`config.mk`:
```
export PLATFORM = sky130hd
export DESIGN_NAME = branch_resolve_ctrl_flat
export DESIGN_NICKNAME = d
export VERILOG_FILES = /design/src/rtl/branch_resolve_ctrl_if.sv /design/src/rtl/branch_resolve_ctrl.sv /design/src/flat_wrapper.sv
export SDC_FILE = /design/constraint.sdc
export NUM_CORES = 1
export LEC_CHECK = 0
export ABC_AREA = 1
export BUFFER_PORTS_ARGS = -buffer_cell sky130_fd_sc_hd__buf_2
export CELL_PAD_IN_SITES_DETAIL_PLACEMENT = 0
export CELL_PAD_IN_SITES_GLOBAL_PLACEMENT = 1
export CORE_MARGIN = 10
export CORE_UTILIZATION = 37
export CTS_BUF_LIST = sky130_fd_sc_hd__clkbuf_4 sky130_fd_sc_hd__clkbuf_8
export CTS_CLUSTER_DIAMETER = 150
export DETAILED_ROUTE_END_ITERATION = 16
export GPL_TIMING_DRIVEN = 0
export PLACE_DENSITY = 0.88
export SYNTH_ARGS = -nofsm -noshare
export SYNTH_HDL_FRONTEND = slang
export SYNTH_SLANG_ARGS = --single-unit
export TNS_END_PERCENT = 100
```
`constraint.sdc`:
```
create_clock -name clk -period 5.3 [get_ports clk]
set_clock_uncertainty 0.15 [all_clocks]
set_input_delay 1.59 -clock clk [delete_from_list [all_inputs] [get_ports clk]]
set_output_delay 1.59 -clock clk [all_outputs]
set_load 0.02 [all_outputs]
```
`src/rtl/branch_resolve_ctrl_if.sv`:
```
// ----------------------------------------------------------------------------
// branch_resolve_ctrl_if
//   Bundle between the EX stage and the branch resolution controller.
//   master : EX-stage side. Drives the instruction and operands and receives
//            the redirect, flush and stall controls.
//   slave  : branch_resolve_ctrl. Receives the instruction and operands and
//            drives the controls.
//   Signals:
//     ex_valid, ex_br_ctrl[2:0], ex_jump, ex_rs1, ex_rs2, ex_target,
//     opnd_ready                                   (EX -> controller)
//     stall, redirect_valid, redirect_pc, flush, busy
//     stat_br_cnt, stat_taken_cnt (BR_STATS_EN)    (controller -> EX)
//   Optional feature macro: BR_STATS_EN adds the statistics counters.
// ----------------------------------------------------------------------------
interface branch_resolve_ctrl_if #(
  parameter int XLEN  = 32,
  parameter int CNT_W = 32
);
  logic            ex_valid;
  logic [2:0]      ex_br_ctrl;
  logic            ex_jump;
  logic [XLEN-1:0] ex_rs1;
  logic [XLEN-1:0] ex_rs2;
  logic [XLEN-1:0] ex_target;
  logic            opnd_ready;

  logic            stall;
  logic            redirect_valid;
  logic [XLEN-1:0] redirect_pc;
  logic            flush;
  logic            busy;
`ifdef BR_STATS_EN
  logic [CNT_W-1:0] stat_br_cnt;
  logic [CNT_W-1:0] stat_taken_cnt;
`endif

  modport master (
    output ex_valid, ex_br_ctrl, ex_jump, ex_rs1, ex_rs2, ex_target,
           opnd_ready,
`ifdef BR_STATS_EN
    input  stat_br_cnt, stat_taken_cnt,
`endif
    input  stall, redirect_valid, redirect_pc, flush, busy
  );

  modport slave (
    input  ex_valid, ex_br_ctrl, ex_jump, ex_rs1, ex_rs2, ex_target,
           opnd_ready,
`ifdef BR_STATS_EN
    output stat_br_cnt, stat_taken_cnt,
`endif
    output stall, redirect_valid, redirect_pc, flush, busy
  );
endinterface

```
`src/rtl/branch_resolve_ctrl.sv`:
```
// ----------------------------------------------------------------------------
// branch_resolve_ctrl
//   EX-stage branch/jump resolution controller. Evaluates the branch condition
//   on the forwarded operands, stalls the front end while the operands are not
//   ready, issues a one-cycle PC redirect for taken branches/jumps and then
//   holds flush high for FLUSH_CYCLES cycles to kill wrong-path work.
//   Ports:
//     clk  : rising-edge clock
//     rst  : synchronous, active-high reset
//     bus  : branch_resolve_ctrl_if.slave (EX inputs, control outputs)
//   Parameters: XLEN (datapath width), FLUSH_CYCLES (1..15),
//               CNT_W (statistics counter width).
//   Optional feature macro: BR_STATS_EN enables the resolved/taken counters.
// ----------------------------------------------------------------------------
module branch_resolve_ctrl #(
  parameter int XLEN         = 32,
  parameter int FLUSH_CYCLES = 2,
  parameter int CNT_W        = 32
) (
  input logic                  clk,
  input logic                  rst,
  branch_resolve_ctrl_if.slave bus
);

  typedef enum logic [1:0] {
    IDLE  = 2'd0,
    HOLD  = 2'd1,
    FLUSH = 2'd2
  } state_t;

  // The counter is loaded with FLUSH_CYCLES-1 so the FLUSH state, including
  // the cycle it is entered, lasts exactly FLUSH_CYCLES cycles.
  localparam logic [3:0] FLUSH_INIT = 4'(FLUSH_CYCLES - 1);

  state_t          r_state;
  logic [3:0]      r_cnt;
  logic            r_redirect_valid;
  logic [XLEN-1:0] r_redirect_pc;
  logic            r_flush;
  logic            r_busy;

  logic [XLEN-1:0] w_diff;
  logic            w_is_br;
  logic            w_req;
  logic            w_taken;
  logic            w_stall;

  always_comb begin
    // NOTE: every signal gets a default before any branch so no path leaves
    // it unassigned; otherwise synthesis infers a latch.
    w_taken = 1'b0;
    w_stall = 1'b0;

    // Plain modular subtraction: the sign bit of the wrapped difference is
    // the less-than result, with no overflow correction, matching the EX
    // comparator bit for bit.
    w_diff  = bus.ex_rs1 - bus.ex_rs2;
    w_is_br = (bus.ex_br_ctrl >= 3'd1) && (bus.ex_br_ctrl <= 3'd4);
    w_req   = bus.ex_valid & (bus.ex_jump | w_is_br);

    case (bus.ex_br_ctrl)
      3'd1:    w_taken = (w_diff == '0);
      3'd2:    w_taken = (w_diff != '0);
      3'd3:    w_taken = w_diff[XLEN-1];
      3'd4:    w_taken = ~w_diff[XLEN-1];
      default: w_taken = 1'b0;
    endcase
    if (bus.ex_jump) w_taken = 1'b1;

    // In HOLD the stall keeps the EX instruction in place, so only operand
    // readiness matters there. FLUSH never stalls: EX holds wrong-path work.
    if (!rst) begin
      case (r_state)
        IDLE:    w_stall = w_req & ~bus.opnd_ready;
        HOLD:    w_stall = ~bus.opnd_ready;
        default: w_stall = 1'b0;
      endcase
    end
  end

  always_ff @(posedge clk) begin
    // NOTE: sequential state uses non-blocking assignments so every register
    // samples values from before this edge, independent of statement order.
    if (rst) begin
      r_state          <= IDLE;
      r_cnt            <= '0;
      r_redirect_valid <= 1'b0;
      r_redirect_pc    <= '0;
      r_flush          <= 1'b0;
      r_busy           <= 1'b0;
    end else begin
      r_redirect_valid <= 1'b0;
      case (r_state)
        IDLE, HOLD: begin
          if (w_stall) begin
            r_state <= HOLD;
            r_busy  <= 1'b1;
            r_flush <= 1'b0;
          end else if (w_req && w_taken) begin
            r_state          <= FLUSH;
            r_redirect_valid <= 1'b1;
            r_redirect_pc    <= bus.ex_target;
            r_flush          <= 1'b1;
            r_busy           <= 1'b1;
            r_cnt            <= FLUSH_INIT;
          end else begin
            r_state <= IDLE;
            r_busy  <= 1'b0;
            r_flush <= 1'b0;
          end
        end
        FLUSH: begin
          if (r_cnt == '0) begin
            r_state <= IDLE;
            r_flush <= 1'b0;
            r_busy  <= 1'b0;
          end else begin
            r_cnt <= r_cnt - 4'd1;
          end
        end
        default: begin
          r_state <= IDLE;
          r_flush <= 1'b0;
          r_busy  <= 1'b0;
        end
      endcase
    end
  end

  assign bus.stall          = w_stall;
  assign bus.redirect_valid = r_redirect_valid;
  assign bus.redirect_pc    = r_redirect_pc;
  assign bus.flush          = r_flush;
  assign bus.busy           = r_busy;

`ifdef BR_STATS_EN
  logic [CNT_W-1:0] r_stat_br_cnt;
  logic [CNT_W-1:0] r_stat_taken_cnt;
  logic             w_resolve;

  // A resolution is a request evaluated with ready operands outside FLUSH.
  assign w_resolve = (r_state != FLUSH) & w_req & bus.opnd_ready;

  always_ff @(posedge clk) begin
    if (rst) begin
      r_stat_br_cnt    <= '0;
      r_stat_taken_cnt <= '0;
    end else if (w_resolve) begin
      r_stat_br_cnt <= r_stat_br_cnt + CNT_W'(1);
      if (w_taken) r_stat_taken_cnt <= r_stat_taken_cnt + CNT_W'(1);
    end
  end

  assign bus.stat_br_cnt    = r_stat_br_cnt;
  assign bus.stat_taken_cnt = r_stat_taken_cnt;
`endif

endmodule
```
`src/flat_wrapper.sv`:
```
// flat-port wrapper written by rule: the top's interface ports become plain ports
module branch_resolve_ctrl_flat 
#(
  parameter int XLEN         = 32,
  parameter int FLUSH_CYCLES = 2,
  parameter int CNT_W        = 32
)
  (clk, rst, bus_ex_valid, bus_ex_br_ctrl, bus_ex_jump, bus_ex_rs1, bus_ex_rs2, bus_ex_target, bus_opnd_ready, bus_stall, bus_redirect_valid, bus_redirect_pc, bus_flush, bus_busy);
  branch_resolve_ctrl_if #(.XLEN(XLEN), .CNT_W(CNT_W)) bus_i ();
  input logic clk;
  input logic rst;
  input wire logic [$bits(bus_i.ex_valid)-1:0] bus_ex_valid;
  input wire logic [$bits(bus_i.ex_br_ctrl)-1:0] bus_ex_br_ctrl;
  input wire logic [$bits(bus_i.ex_jump)-1:0] bus_ex_jump;
  input wire logic [$bits(bus_i.ex_rs1)-1:0] bus_ex_rs1;
  input wire logic [$bits(bus_i.ex_rs2)-1:0] bus_ex_rs2;
  input wire logic [$bits(bus_i.ex_target)-1:0] bus_ex_target;
  input wire logic [$bits(bus_i.opnd_ready)-1:0] bus_opnd_ready;
  output wire logic [$bits(bus_i.stall)-1:0] bus_stall;
  output wire logic [$bits(bus_i.redirect_valid)-1:0] bus_redirect_valid;
  output wire logic [$bits(bus_i.redirect_pc)-1:0] bus_redirect_pc;
  output wire logic [$bits(bus_i.flush)-1:0] bus_flush;
  output wire logic [$bits(bus_i.busy)-1:0] bus_busy;
  assign bus_i.ex_valid = bus_ex_valid;
  assign bus_i.ex_br_ctrl = bus_ex_br_ctrl;
  assign bus_i.ex_jump = bus_ex_jump;
  assign bus_i.ex_rs1 = bus_ex_rs1;
  assign bus_i.ex_rs2 = bus_ex_rs2;
  assign bus_i.ex_target = bus_ex_target;
  assign bus_i.opnd_ready = bus_opnd_ready;
  assign bus_stall = bus_i.stall;
  assign bus_redirect_valid = bus_i.redirect_valid;
  assign bus_redirect_pc = bus_i.redirect_pc;
  assign bus_flush = bus_i.flush;
  assign bus_busy = bus_i.busy;
  branch_resolve_ctrl #(.XLEN(XLEN), .FLUSH_CYCLES(FLUSH_CYCLES), .CNT_W(CNT_W)) u_core (.clk(clk), .rst(rst), .bus(bus_i));
endmodule
```
==> results.txt, run 1 <==
- Total count of max-transition violations in the final report: 0
* Standard cell core area: 0.01262 mm^2
- The tool flagged a number of max-cap violations equal to 0.
- In this run, the number of DRC markers left after iteration 0 of detailed routing was 258.
- Ant. Diodes: 0
- In this run the post-CTS setup repair buffer count came out at 0.
- The number of hold buffers added after CTS was 0.
- Post-CTS repair changed the size of 0 cells.
- DRC Markers: 0
- In the final timing run, aggregate negative setup slack is 0 ns.
* Total overflow reported by the global router: 0
- Average instance area after synthesis: a little over 5 um^2
- Initial standard-cell utilization of the core: 37.83%
- Final standard cell utilization of the core: 46.05%
* Number of port buffers: around 140
- From left edge to right edge, the die measures roughly 130 um.
* Worst voltage drop across the vdd grid: 108.9 uV
- Max Fclk: around 0.22 GHz
* I/O pin cnt: 140
* Pin count of the biggest net entering global routing: 13
- The die covers 0.01785 mm^2.
- Setup slack closes at 0.7183 ns.
- Number of vias after detailed routing: 5485
- The first detailed-routing pass ran for 6 iterations.
- Worst path max stage delay: 0.33 ns
- In the post-synthesis netlist, the biggest area contributors are sky130_fd_sc_hd__nand2_1 (29%), sky130_fd_sc_hd__inv_1 (17%), sky130_fd_sc_hd__dfxtp_1 (17%), sky130_fd_sc_hd__nor2_1 (11%), sky130_fd_sc_hd__ha_1 (8.4%).
- Mapped Area: 0.004775 mm^2
- Hold violation count in the final report: 0
* Portion of the post-synthesis area used by sequential elements: 16.77%
- Number of non-filler instances in the completed layout: 1262
- Number of instances in the placed design: 1254
- Top cell type's share of synthesized area: 29.17%
* Final setup viols: 0
- Number of antenna violations at the first check in global routing: 0
* Sort of element at the end of the critical path: primary output
- Cells with a size suffix above 1 make up between 15 and 20% of the layout.
- Worst slew margin relative to its limit: 53.72%
- Final critical path time including I/O delays and setup: 4.582 ns
- H-tree levels: 2
- TritonCTS Buffers: 5
* Vias in the first global route: 5155
- In the global route stage, overall resource usage came out at 15.69%.
- In this run, distinct cell masters in the synthesized netlist total 31.
- Yosys printed 0 warnings.
* GP Congestion: 0.8916
- The flow ran to the end, and the final reports show no timing, DRC or antenna violations.
- Data on the critical path arrives at its endpoint at 2.84 ns.
- In this run the power density over the cells is 197.4 mW/mm^2.
- STA classifies the critical path startpoint as an input port.
- Required time at the endpoint of the critical path: 3.56 ns
- After clock tree synthesis, the clock-pin slew on the worst setup and hold paths is 0.07 ns.
- Critical-path cell list: buf_2 > nor2_1 > a21oi_1 > o21ai_0 > nand2_1 > inv_1 > nor2_1 > nor4_1 > buf_2
* Unrepaired setup endpoints after global routing: false
- Along the worst path, the maximum fanout reaches 3.
- Synth top cells by count: sky130_fd_sc_hd__nand2_1 (371), sky130_fd_sc_hd__inv_1 (221), sky130_fd_sc_hd__nor2_1 (140)
* Tightest Pin Transition: 0.6896 ns
- Most repeated cell in the gate-level netlist after synthesis: sky130_fd_sc_hd__nand2_1
- In the final design database the tool counted 1226 nets.
- Filler cell count in the final layout: 1489
- The initialized floorplan defines 41 standard-cell rows.
- The detail route stage leaves a number of antenna-violating nets equal to 0.
- Slowest stage cell on the critical path: sky130_fd_sc_hd__nor4_1
* CP Class: input port to primary output
* Cell chosen for the clock root: sky130_fd_sc_hd__clkbuf_8
* Prevailing post-synth register cell: sky130_fd_sc_hd__dfxtp_1
- Number of enable flip-flop cells after synthesis: 0
- Net count after synthesis: ~1100
* Leakage power figure: roughly 4 nW
- HPWL Detailed: 12730 um
- After synthesis, the share of flip-flops with an asynchronous set or reset is 0%.
- Num Clock Sinks: 40
- The first global-routing pass estimated 23960 um of wire.
- Fraction of the cycle the final worst path needs: 86.45%
* CTS tree: done
* Library cell with the largest summed area after synthesis: sky130_fd_sc_hd__nand2_1
- Routed wirelength normalized by instance count: between 10 and 15 um
- The synthesized design contains 40 register bits.
- At the later pin of the worst-skew pair, clock insertion delay measures around 0.29 ns.
- In this run the vertical extent of the chip is 133.6 um.
* Register-to-register setup slack: 3.45 ns
- At the placement stage, the worst setup path has a slack of 0.6049 ns.
- Class of the most critical hold timing path: flop to flop
* Total routed wirelength: 14510 um
- Clock tree buffer depth: 2
- Tot Pwr: 1.147 mW
- After detailed routing, the number of vias per cell comes to around 4.3.
- Instance count of the mapped netlist: 943
* Synth-to-Final Area Change: 21.72%
path summary, 6_finish.rpt:
path | cells past startpoint | from | end
worst min register to register | 4 | u_core.bus.redirect_pc[15] | u_core.bus.redirect_pc[15]
worst max register to register | 9 | u_core.r_cnt[0] | u_core.r_cnt[0]
worst max-delay path | 9 | bus_ex_br_ctrl[0] | bus_stall
worst min-delay path | 4 | u_core.bus.redirect_pc[15] | u_core.bus.redirect_pc[15]
worst max-delay path: cells and delay by family:
family,cells,cell delay [ns]
AO/OA/AOI/OAI,2,0.17
AND/OR/NAND/NOR,4,0.64
buffers and inverters,3,0.43
logic make-up after synthesis:
kind of cell    Yosys count  synth area share, %
compound gates           36                4.088
xor+xnor                  3               0.5504
fa+ha+maj                33                8.805
buf+inv                 233                19.26
flops                    40                16.77
simple gates            598                50.52
layer usage:
layer,global-route usage [%],up-vias,wire (um)
met5,0,-,0
met4,4.595,0,315
met3,2.293,19,602
met2,26.90,122,6656
met1,19.79,2271,6939
li1,-,3073,-
sequential cells by signal, indices dropped and copies added (netlist names):
signal                     count
u_core.bus.redirect_pc        32
u_core.r_state                 2
u_core.bus.redirect_valid      1
u_core.bus.busy                1
u_core.r_cnt                   4
area by class of cell:
class | instances | area, um^2 | share of cell area [%]
inverters | 223 | 837.1 | 14.40
plain buffers | 10 | 82.58 | 1.421
well taps | 172 | 215.2 | 3.703
flip-flops and latches | 40 | 800.8 | 13.78
repair buffers | 139 | 695.7 | 11.97
clock buffers | 7 | 96.34 | 1.658
clock inverters | 1 | 30.03 | 0.5167
multi-input cells | 670 | 3054 | 52.55
report_power, final:
group	leakage, nW	total, mW	switching [mW]	internal (mW)
combinational	3.50	0.534	0.340	0.193
sequential	0.329	0.341	0.0129	0.329
clock	0.0645	0.272	0.106	0.166
stage by stage:
| stage | instance area [um^2] | hold slack (ns) |
|---|---|---|
| 6_report | 5812 | 0.3609 |
| 2_1_floorplan | 4775 | 0.3669 |
| 5_1_grt | 5812 | 0.3865 |
| 3_3_place_gp | 5685 | 0.3446 |
| 3_5_place_dp | 5685 | 0.3473 |
| 4_1_cts | 5812 | 0.3607 |
layout by cell type, fill, tap and decap left out, types with 7 or more instances in the layout:
| cell | Yosys | final |
|---|---|---|
| sky130_fd_sc_hd__inv_1 | 221 | 221 |
| sky130_fd_sc_hd__nand2_1 | 371 | 371 |
| sky130_fd_sc_hd__buf_2 | 3 | 142 |
| sky130_fd_sc_hd__nand3_1 | 48 | 48 |
| sky130_fd_sc_hd__nor2_1 | 140 | 140 |
| sky130_fd_sc_hd__nor3_1 | 8 | 8 |
| sky130_fd_sc_hd__dfxtp_1 | 40 | 40 |
| sky130_fd_sc_hd__nand4_1 | 13 | 13 |
| sky130_fd_sc_hd__a21oi_1 | 28 | 28 |
| sky130_fd_sc_hd__ha_1 | 32 | 32 |
| sky130_fd_sc_hd__clkbuf_8 | 0 | 7 |
No activity file was read; power rests on OpenSTA's default activity.
==> run 2, diff against run 1 <==
--- a/config.mk
+++ b/config.mk
@@ -9,7 +9,8 @@
 export BUFFER_PORTS_ARGS = -buffer_cell sky130_fd_sc_hd__buf_2
 export CELL_PAD_IN_SITES_DETAIL_PLACEMENT = 0
 export CELL_PAD_IN_SITES_GLOBAL_PLACEMENT = 1
-export CORE_MARGIN = 10
+export CORE_ASPECT_RATIO = 2
+export CORE_MARGIN = 1
 export CORE_UTILIZATION = 37
 export CTS_BUF_LIST = sky130_fd_sc_hd__clkbuf_4 sky130_fd_sc_hd__clkbuf_8
 export CTS_CLUSTER_DIAMETER = 150
==> results.txt, run 2 (synthesized netlist as in run 1, its figures left out) <==
- Status: complete, no violations (unchanged)
- The flip-flop count of the largest register after layout was 32 (unchanged).
* Max Cap Viol: 0 (unchanged)
* Max Fclk: 0.2186 GHz (was 0.2183 GHz)
- The count of vias placed by the detailed router is 5681 (was 5485).
* Number of cells upsized or downsized after cts: 0 (unchanged)
* Required time at the endpoint of the critical path: 3.56 ns (about the same)
- Unrepaired setup endpoints after global routing: false (unchanged)
- Post-CTS clock slew at the launch and capture registers of the worst setup and hold paths: 0.07 ns (about the same)
* Clock network latency to the later pin of the worst-skew pair: 0.30 ns (was 0.29 ns)
* Standard cell core area: 0.01255 mm^2 (was 0.01262 mm^2)
- The cell count after placement came to 1232 (was 1254).
- Leakage power figure: 3.877 nW (was 3.898 nW)
- The overall global routing resource usage is 22.55% (was 15.69%).
- First-pass detailed-route iteration total: 4 (was 6)
- The worst-case setup margin in the final layout came to 0.7255 ns (was 0.7183 ns).
* Worst slew margin relative to its limit: 56.24% (was 53.72%)
- Worst endpoint data arrival time: 2.83 ns (was 2.84 ns)
- The cell family contributing the most delay on the critical path was simple AND/OR/NAND/NOR gates (unchanged).
- The routed wirelength normalized by instance count was 11.86 um (was 11.50 um).
* Kind of start point of the critical path: input port (unchanged)
- Final standard cell utilization of the core: 45.84% (was 46.05%)
* Initial standard-cell utilization of the core: 38.03% (was 37.83%)
* Hold violation count in the final report: 0 (unchanged)
- The path category of the worst min-delay check was flop to flop (unchanged).
* CTS tree: done (unchanged)
- The via count of the first global-routing pass came to 5307 (was 5155).
- GP Congestion: 0.9415 (was 0.8916)
- The detailed router's first-iteration violation count came to 122 (was 258).
- The number of slew-limit violations in the final report came to 0 (unchanged).
- Met1 global-route usage: 16.41% (was 19.79%)
- The overflow left after global routing came to 0 (unchanged).
* Overall die area: 0.01339 mm^2 (was 0.01785 mm^2)
- The global routing usage on met3 came to 1.457% (was 2.293%).
- Placed Instance Area: 0.005658 mm^2 (was 0.005685 mm^2)
- Final worst hold slack: 0.3601 ns (was 0.3609 ns)
* Worst setup timing slack at the placement stage: 0.5524 ns (was 0.6049 ns)
- Num Clock Sinks: 40 (unchanged)
- The global-route wire length before repair was 22810 um (was 23960 um).
- The number of fillers in the final layout is 1484 (was 1489).
- The layer with the highest usage after global routing is met2 (unchanged).
* Tot Pwr: 1.108 mW (was 1.147 mW)
- Total routed wirelength: 14700 um (was 14510 um)
- The number of antenna violations at the first check in global routing was 0 (unchanged).
* H-tree levels: 2 (unchanged)
- Critical-path cell list: buf_2 > nor2_1 > a21oi_1 > o21ai_0 > nand2_1 > inv_1 > nor2_1 > nor4_1 > buf_2 (unchanged).
* HPWL Detailed: 13070 um (was 12730 um)
* Final critical path time including I/O delays and setup: 4.574 ns (was 4.582 ns)
- Worst voltage drop across the vdd grid: 227.9 uV (was 108.9 uV)
- Final setup viols: 0 (unchanged)
* GRT met2 Usage: 47.18% (was 26.90%)
- The summed negative setup slack over all endpoints came to 0 ns (unchanged).
- The cell with the largest stage delay on the worst path is sky130_fd_sc_hd__nor4_1 (unchanged).
- Total number of nets in the final design: 1226 (unchanged)
* Critical path fanouts, max: 3 (unchanged)
- The remaining antenna violation count is 0 (unchanged).
- Fraction of the cycle the final worst path needs: 86.31% (was 86.45%)
- The number of buffers added on ports was 139 (unchanged).
- Clock tree buffer depth: 2 (unchanged)
* Number of rows created at floorplan: 58 (was 41)
* Register area: 800.8 um^2 (unchanged)
- The horizontal extent of the die was 82.33 um (was 133.6 um).
* Most common library cell in the layout ignoring fill and taps: sky130_fd_sc_hd__nand2_1 (unchanged)
- Number of hold buffers added after CTS: 0 (unchanged)
- Via-to-Cell Ratio: 4.581 (was 4.346)
* Total area of multi-input combinational cells: 0.003054 mm^2 (unchanged)
* Share of post-route cells with drive strength above 1: 15.05% (unchanged)
- Highest-count cells in the layout ignoring fill and taps: sky130_fd_sc_hd__nand2_1 (371), sky130_fd_sc_hd__inv_1 (221), sky130_fd_sc_hd__buf_2 (142), sky130_fd_sc_hd__nor2_1 (140), sky130_fd_sc_hd__nand3_1 (48) (unchanged).
- Ant. Diodes: 0 (unchanged)
- CP Class: input port to primary output (unchanged)
- Synth-to-Final Area Change: 20.55% (was 21.72%)
- The type of destination of the critical path was a primary output (unchanged).
- The buffering stage count on the worst path with inverters included was 3 (unchanged).
* DRC Markers: 0 (unchanged)
- The top-level port count is 140 (unchanged).
- Pin count of the biggest net entering global routing: 14 (was 13)
- The post-CTS setup-driven buffer insertion count came to 0 (unchanged).
- Cell chosen for the clock root: sky130_fd_sc_hd__clkbuf_8 (unchanged)
- Number of non-filler instances in the completed layout: 1240 (was 1262)
* Design area: 0.005756 mm^2 (was 0.005812 mm^2)
- The total power divided by cell area came to 192.5 mW/mm^2 (was 197.4 mW/mm^2).
- Vertical die dimension: 162.7 um (was 133.6 um)
- The delay of the slowest cell on the worst path is 0.36 ns (was 0.33 ns).
* TritonCTS Buffers: 5 (unchanged)
- Tightest Pin Transition: 0.6521 ns (was 0.6896 ns)
run 2: changes by cell type in the layout (fill, tap and decap cells not counted):
cell                         before  now
sky130_fd_sc_hd__clkinvlp_4       0    2
sky130_fd_sc_hd__bufinv_16        1    0
sky130_fd_sc_hd__clkbuf_8         7    6
run 2: layer usage:
| layer | up-vias | share of wire [%] |
|---|---|---|
| met2 | 148 | 57 |
| met5 | - | 0 |
| met4 | 0 | 8.2 |
| li1 | 3078 | - |
| met1 | 2394 | 32 |
| met3 | 61 | 3.2 |
run 2: worst register-to-register path: stages (launching register included):
cell                      delay [ns]
sky130_fd_sc_hd__dfxtp_1        0.36
sky130_fd_sc_hd__inv_1          0.09
sky130_fd_sc_hd__ha_1           0.21
sky130_fd_sc_hd__nand2_1        0.09
sky130_fd_sc_hd__o21ai_1        0.21
sky130_fd_sc_hd__or4_1          0.47
sky130_fd_sc_hd__nand2_1        0.07
sky130_fd_sc_hd__inv_1          0.04
sky130_fd_sc_hd__nand2_1        0.05
sky130_fd_sc_hd__inv_1          0.03
run 2: worst paths after layout:
kind                              startpoint                    endpoint  slack [ns]  depth (start not counted)
setup / recovery           bus_ex_br_ctrl[0]                   bus_stall        0.73                          9
hold / removal    u_core.bus.redirect_pc[11]  u_core.bus.redirect_pc[11]        0.36                          4
setup reg to reg             u_core.r_cnt[0]             u_core.r_cnt[0]        3.43                          9
hold reg to reg   u_core.bus.redirect_pc[11]  u_core.bus.redirect_pc[11]        0.36                          4
run 2: layout make-up:
cell class	instances	area share (%)
clock buffers	6	1.435
clock inverters	2	0.2609
inverters	223	14.54
flip-flops and latches	40	13.91
multi-input cells	670	53.07
plain buffers	10	1.435
well taps	150	3.261
repair buffers	139	12.09
run 2: report_power, final:
group          total, mW  internal, mW  switching [mW]  leakage (nW)
Combinational      0.547         0.194           0.353          3.50
Sequential         0.342         0.329          0.0134         0.329
Clock              0.219         0.105           0.113        0.0434
Total               1.11         0.628           0.480          3.88
==> run 3, diff against run 2 <==
--- a/config.mk
+++ b/config.mk
@@ -12,10 +12,9 @@
 export CORE_ASPECT_RATIO = 2
 export CORE_MARGIN = 1
 export CORE_UTILIZATION = 37
-export CTS_BUF_LIST = sky130_fd_sc_hd__clkbuf_4 sky130_fd_sc_hd__clkbuf_8
+export CTS_BUF_LIST = sky130_fd_sc_hd__clkbuf_8 sky130_fd_sc_hd__clkbuf_16
 export CTS_CLUSTER_DIAMETER = 150
 export DETAILED_ROUTE_END_ITERATION = 16
-export GPL_TIMING_DRIVEN = 0
 export PLACE_DENSITY = 0.88
 export SYNTH_ARGS = -nofsm -noshare
 export SYNTH_HDL_FRONTEND = slang
==> results.txt, run 3 (synthesized netlist as in run 1, its figures left out) <==
- Post-CTS Setup Inserts: 0 (unchanged)
- Clock network latency to the later pin of the worst-skew pair: 0.29 ns (was 0.30 ns)
- The switching fraction of total power is 41.17% (was 43.34%).
- Number of DRC markers after the initial detailed-route iteration: 141 (was 122)
* Required time at the endpoint of the critical path: 5.33 ns (was 3.56 ns)
* GP Congestion: 1.061 (was 0.9415)
* Share of post-route cells with drive strength above 1: 14.58% (was 15.05%)
* Number of vias after detailed routing: 5758 (was 5681)
- Sort of element at the end of the critical path: flop (was primary output)
- The DRC violations left came to 0 (unchanged).
* Final critical path time including I/O delays and setup: 4.730 ns (was 4.574 ns)
- The starting utilization of the core area came to 38.03% (unchanged).
* Number of rows created at floorplan: 58 (unchanged)
- Critical path fanouts, max: 23 (was 3)
* Synth-to-Final Area Change: 20.89% (was 20.55%)
- The endpoint arrival time on the critical path is 4.76 ns (was 2.83 ns).
- The top-level port count is 140 (unchanged).
- The worst voltage drop across the vdd grid was 251.7 uV (was 227.9 uV).
- Max Fclk: 0.2114 GHz (was 0.2186 GHz)
* Kind of start point of the critical path: input port (unchanged)
- Unrepaired setup endpoints after global routing: false (unchanged)
- The maximum level of the CTS H-tree was 2 (unchanged).
* Standard cell core area: 0.01255 mm^2 (unchanged)
- The flip-flop count of the largest register after layout is 32 (unchanged).
- The aggregate routed wire length is 15030 um (was 14700 um).
- Register area: 800.8 um^2 (unchanged)
* Max Cap Viol: 0 (unchanged)
* Pin count of the biggest net entering global routing: 37 (was 14)
- Top layer used by detailed routing: met4 (unchanged)
* Total overflow reported by the global router: 0 (unchanged)
- The antenna diode count was 0 (unchanged).
* Cell chosen for the clock root: sky130_fd_sc_hd__clkbuf_16 (was sky130_fd_sc_hd__clkbuf_8)
- Tightest Pin Transition: 0.9716 ns (was 0.6521 ns)
- Num Clock Sinks: 40 (unchanged)
- Total global routing track utilization: 23.30% (was 22.55%)
* Met3 wirelength from detailed routing: 589 um (was 465 um)
- Number of antenna violations at the first check in global routing: 0 (unchanged)
- The remaining antenna violation count was 0 (unchanged).
* Sw power: 0.4936 mW (was 0.4802 mW)
- The placed wire-length estimate was 13160 um (was 13070 um).
* Seq pwr share: 28.5% (was 30.9%)
- Detail Route met2 WL: 8558 um (was 8366 um)
* Final setup viols: 0 (unchanged)
* Most common library cell in the layout ignoring fill and taps: sky130_fd_sc_hd__nand2_1 (unchanged)
* First-pass detailed-route iteration total: 4 (unchanged)
* Internal Pwr Total: 0.7054 mW (was 0.6278 mW)
* TritonCTS Buffers: 5 (unchanged)
- Number of port buffers: 139 (unchanged)
- The relative contribution of the clock network to total power came to 26.0% (was 19.7%).
* Power density normalized to cell area: 207.7 mW/mm^2 (was 192.5 mW/mm^2)
- The area of the die is 0.01339 mm^2 (unchanged).
- CP Class: input port to flop (was input port to primary output)
- Status: complete, no violations (unchanged).
- The post-route met1 wirelength was 4743 um (was 4671 um).
- The share of the clock period used by the worst path after layout was 89.24% (was 86.31%).
* Via-to-Cell Ratio: 4.666 (was 4.581)
- Number of cells upsized or downsized after cts: 0 (unchanged)
- The number of slew-limit violations in the final report came to 0 (unchanged).
- The worst slack after detailed placement came to 0.3211 ns (was 0.5524 ns).
* Number of hold buffers added after CTS: 0 (unchanged)
- Combinational share of power: 45.5% (was 49.4%)
* Highest-count cells in the layout ignoring fill and taps: sky130_fd_sc_hd__nand2_1 (371), sky130_fd_sc_hd__inv_1 (221), sky130_fd_sc_hd__nor2_1 (140), sky130_fd_sc_hd__buf_2 (139), sky130_fd_sc_hd__nand3_1 (48) (was sky130_fd_sc_hd__nand2_1 (371), sky130_fd_sc_hd__inv_1 (221), sky130_fd_sc_hd__buf_2 (142), sky130_fd_sc_hd__nor2_1 (140), sky130_fd_sc_hd__nand3_1 (48))
- The TritonCTS clock tree is done (unchanged).
* Post-layout worst setup margin: 0.5702 ns (was 0.7255 ns)
- Vias in the first global route: 5498 (was 5307)
- The die height is 162.7 um (unchanged).
- Leakage power figure: 3.879 nW (was 3.877 nW)
- Worst slew margin relative to its limit: 34.83% (was 56.24%)
* Routed wirelength normalized by instance count: 12.18 um (was 11.86 um)
* Total area of multi-input combinational cells: 0.003054 mm^2 (unchanged)
- Post-CTS clock slew at the launch and capture registers of the worst setup and hold paths: 0.06 ns (was 0.07 ns)
- Total number of nets in the final design: 1220 (was 1226)
- The summed negative setup slack over all endpoints came to 0 ns (unchanged).
* Clock tree buffer depth: 2 (unchanged)
- The path category of the worst min-delay check was flop to flop (unchanged).
- Hold violation count in the final report: 0 (unchanged)
* Die boundary width: 82.33 um (unchanged)
- The global-route wire length before repair is 23670 um (was 22810 um).
- The number of fillers in the final layout is 1495 (was 1484).
==> run 3: path summary, 6_finish.rpt <==
kind,from,endpoint,slack (ns),depth (start not counted)
setup / recovery,bus_ex_rs2[23],u_core.bus.redirect_pc[30],0.57,22
hold reg to reg,u_core.bus.redirect_pc[23],u_core.bus.redirect_pc[23],0.35,4
setup reg to reg,u_core.r_state[1],u_core.bus.redirect_pc[30],3.25,7
hold / removal,u_core.bus.redirect_pc[23],u_core.bus.redirect_pc[23],0.35,4
==> run 3: layer usage <==
layer  up-vias  track usage [%]
met5         -                0
met4         0            18.42
met3        65            2.017
met2       181            48.27
met1      2445            17.60
li1       3067                -
==> run 3: stage by stage <==
step / util [%] / hold slack [ns] / instances / total power [mW] / instance area [um^2]
2_1_floorplan: - / 0.3669 / 943 / 0.7259 / 4775
3_3_place_gp: 44.75 / 0.3432 / 1226 / 0.8924 / 5618
3_5_place_dp: 44.75 / 0.3469 / 1226 / 0.8937 / 5618
4_1_cts: 45.97 / 0.3579 / 1234 / 1.212 / 5772
5_1_grt: 45.97 / 0.3857 / 1234 / 1.301 / 5772
6_report: 45.97 / 0.3547 / 1234 / 1.199 / 5772
==> run 3: worst max-delay path: stages <==
cell and delay, ns:
sky130_fd_sc_hd__buf_2 0.07, sky130_fd_sc_hd__inv_1 0.03, sky130_fd_sc_hd__ha_1 0.36, sky130_fd_sc_hd__nand2_1 0.15
sky130_fd_sc_hd__nor2_1 0.30, sky130_fd_sc_hd__inv_1 0.09, sky130_fd_sc_hd__nor3_1 0.42, sky130_fd_sc_hd__and2_0 0.19
sky130_fd_sc_hd__nand2_1 0.13, sky130_fd_sc_hd__nand3_1 0.14, sky130_fd_sc_hd__nand2_1 0.07, sky130_fd_sc_hd__nor2_1 0.10
sky130_fd_sc_hd__nand2_1 0.07, sky130_fd_sc_hd__nor2_1 0.09, sky130_fd_sc_hd__nand3_1 0.07, sky130_fd_sc_hd__nand2_1 0.08
sky130_fd_sc_hd__nand3_2 0.10, sky130_fd_sc_hd__nand3_4 0.23, sky130_fd_sc_hd__buf_4 0.26, sky130_fd_sc_hd__nand2_1 0.07
sky130_fd_sc_hd__nand2_1 0.06, sky130_fd_sc_hd__nor2_1 0.06
==> run 3: area by class of cell <==
type                       instances  share of cell area, %
multi-input combinational        670                  52.92
inverter                         223                  14.50
sequential                        40                  13.87
timing repair buffer             143                  12.79
tap                              150                  3.252
clock buffer                       6                  2.406
clock inverter                     2                 0.2601
==> run 3: power by group through the flow <==
| stage | registers (mW) | logic, mW | clock network [mW] |
|---|---|---|---|
| floorplan | 0.378 | 0.348 | 0 |
| global placement | 0.348 | 0.544 | 0 |
| detailed placement | 0.349 | 0.545 | 0 |
| CTS | 0.343 | 0.547 | 0.322 |
| global route | 0.347 | 0.623 | 0.331 |
| finish | 0.342 | 0.545 | 0.312 |
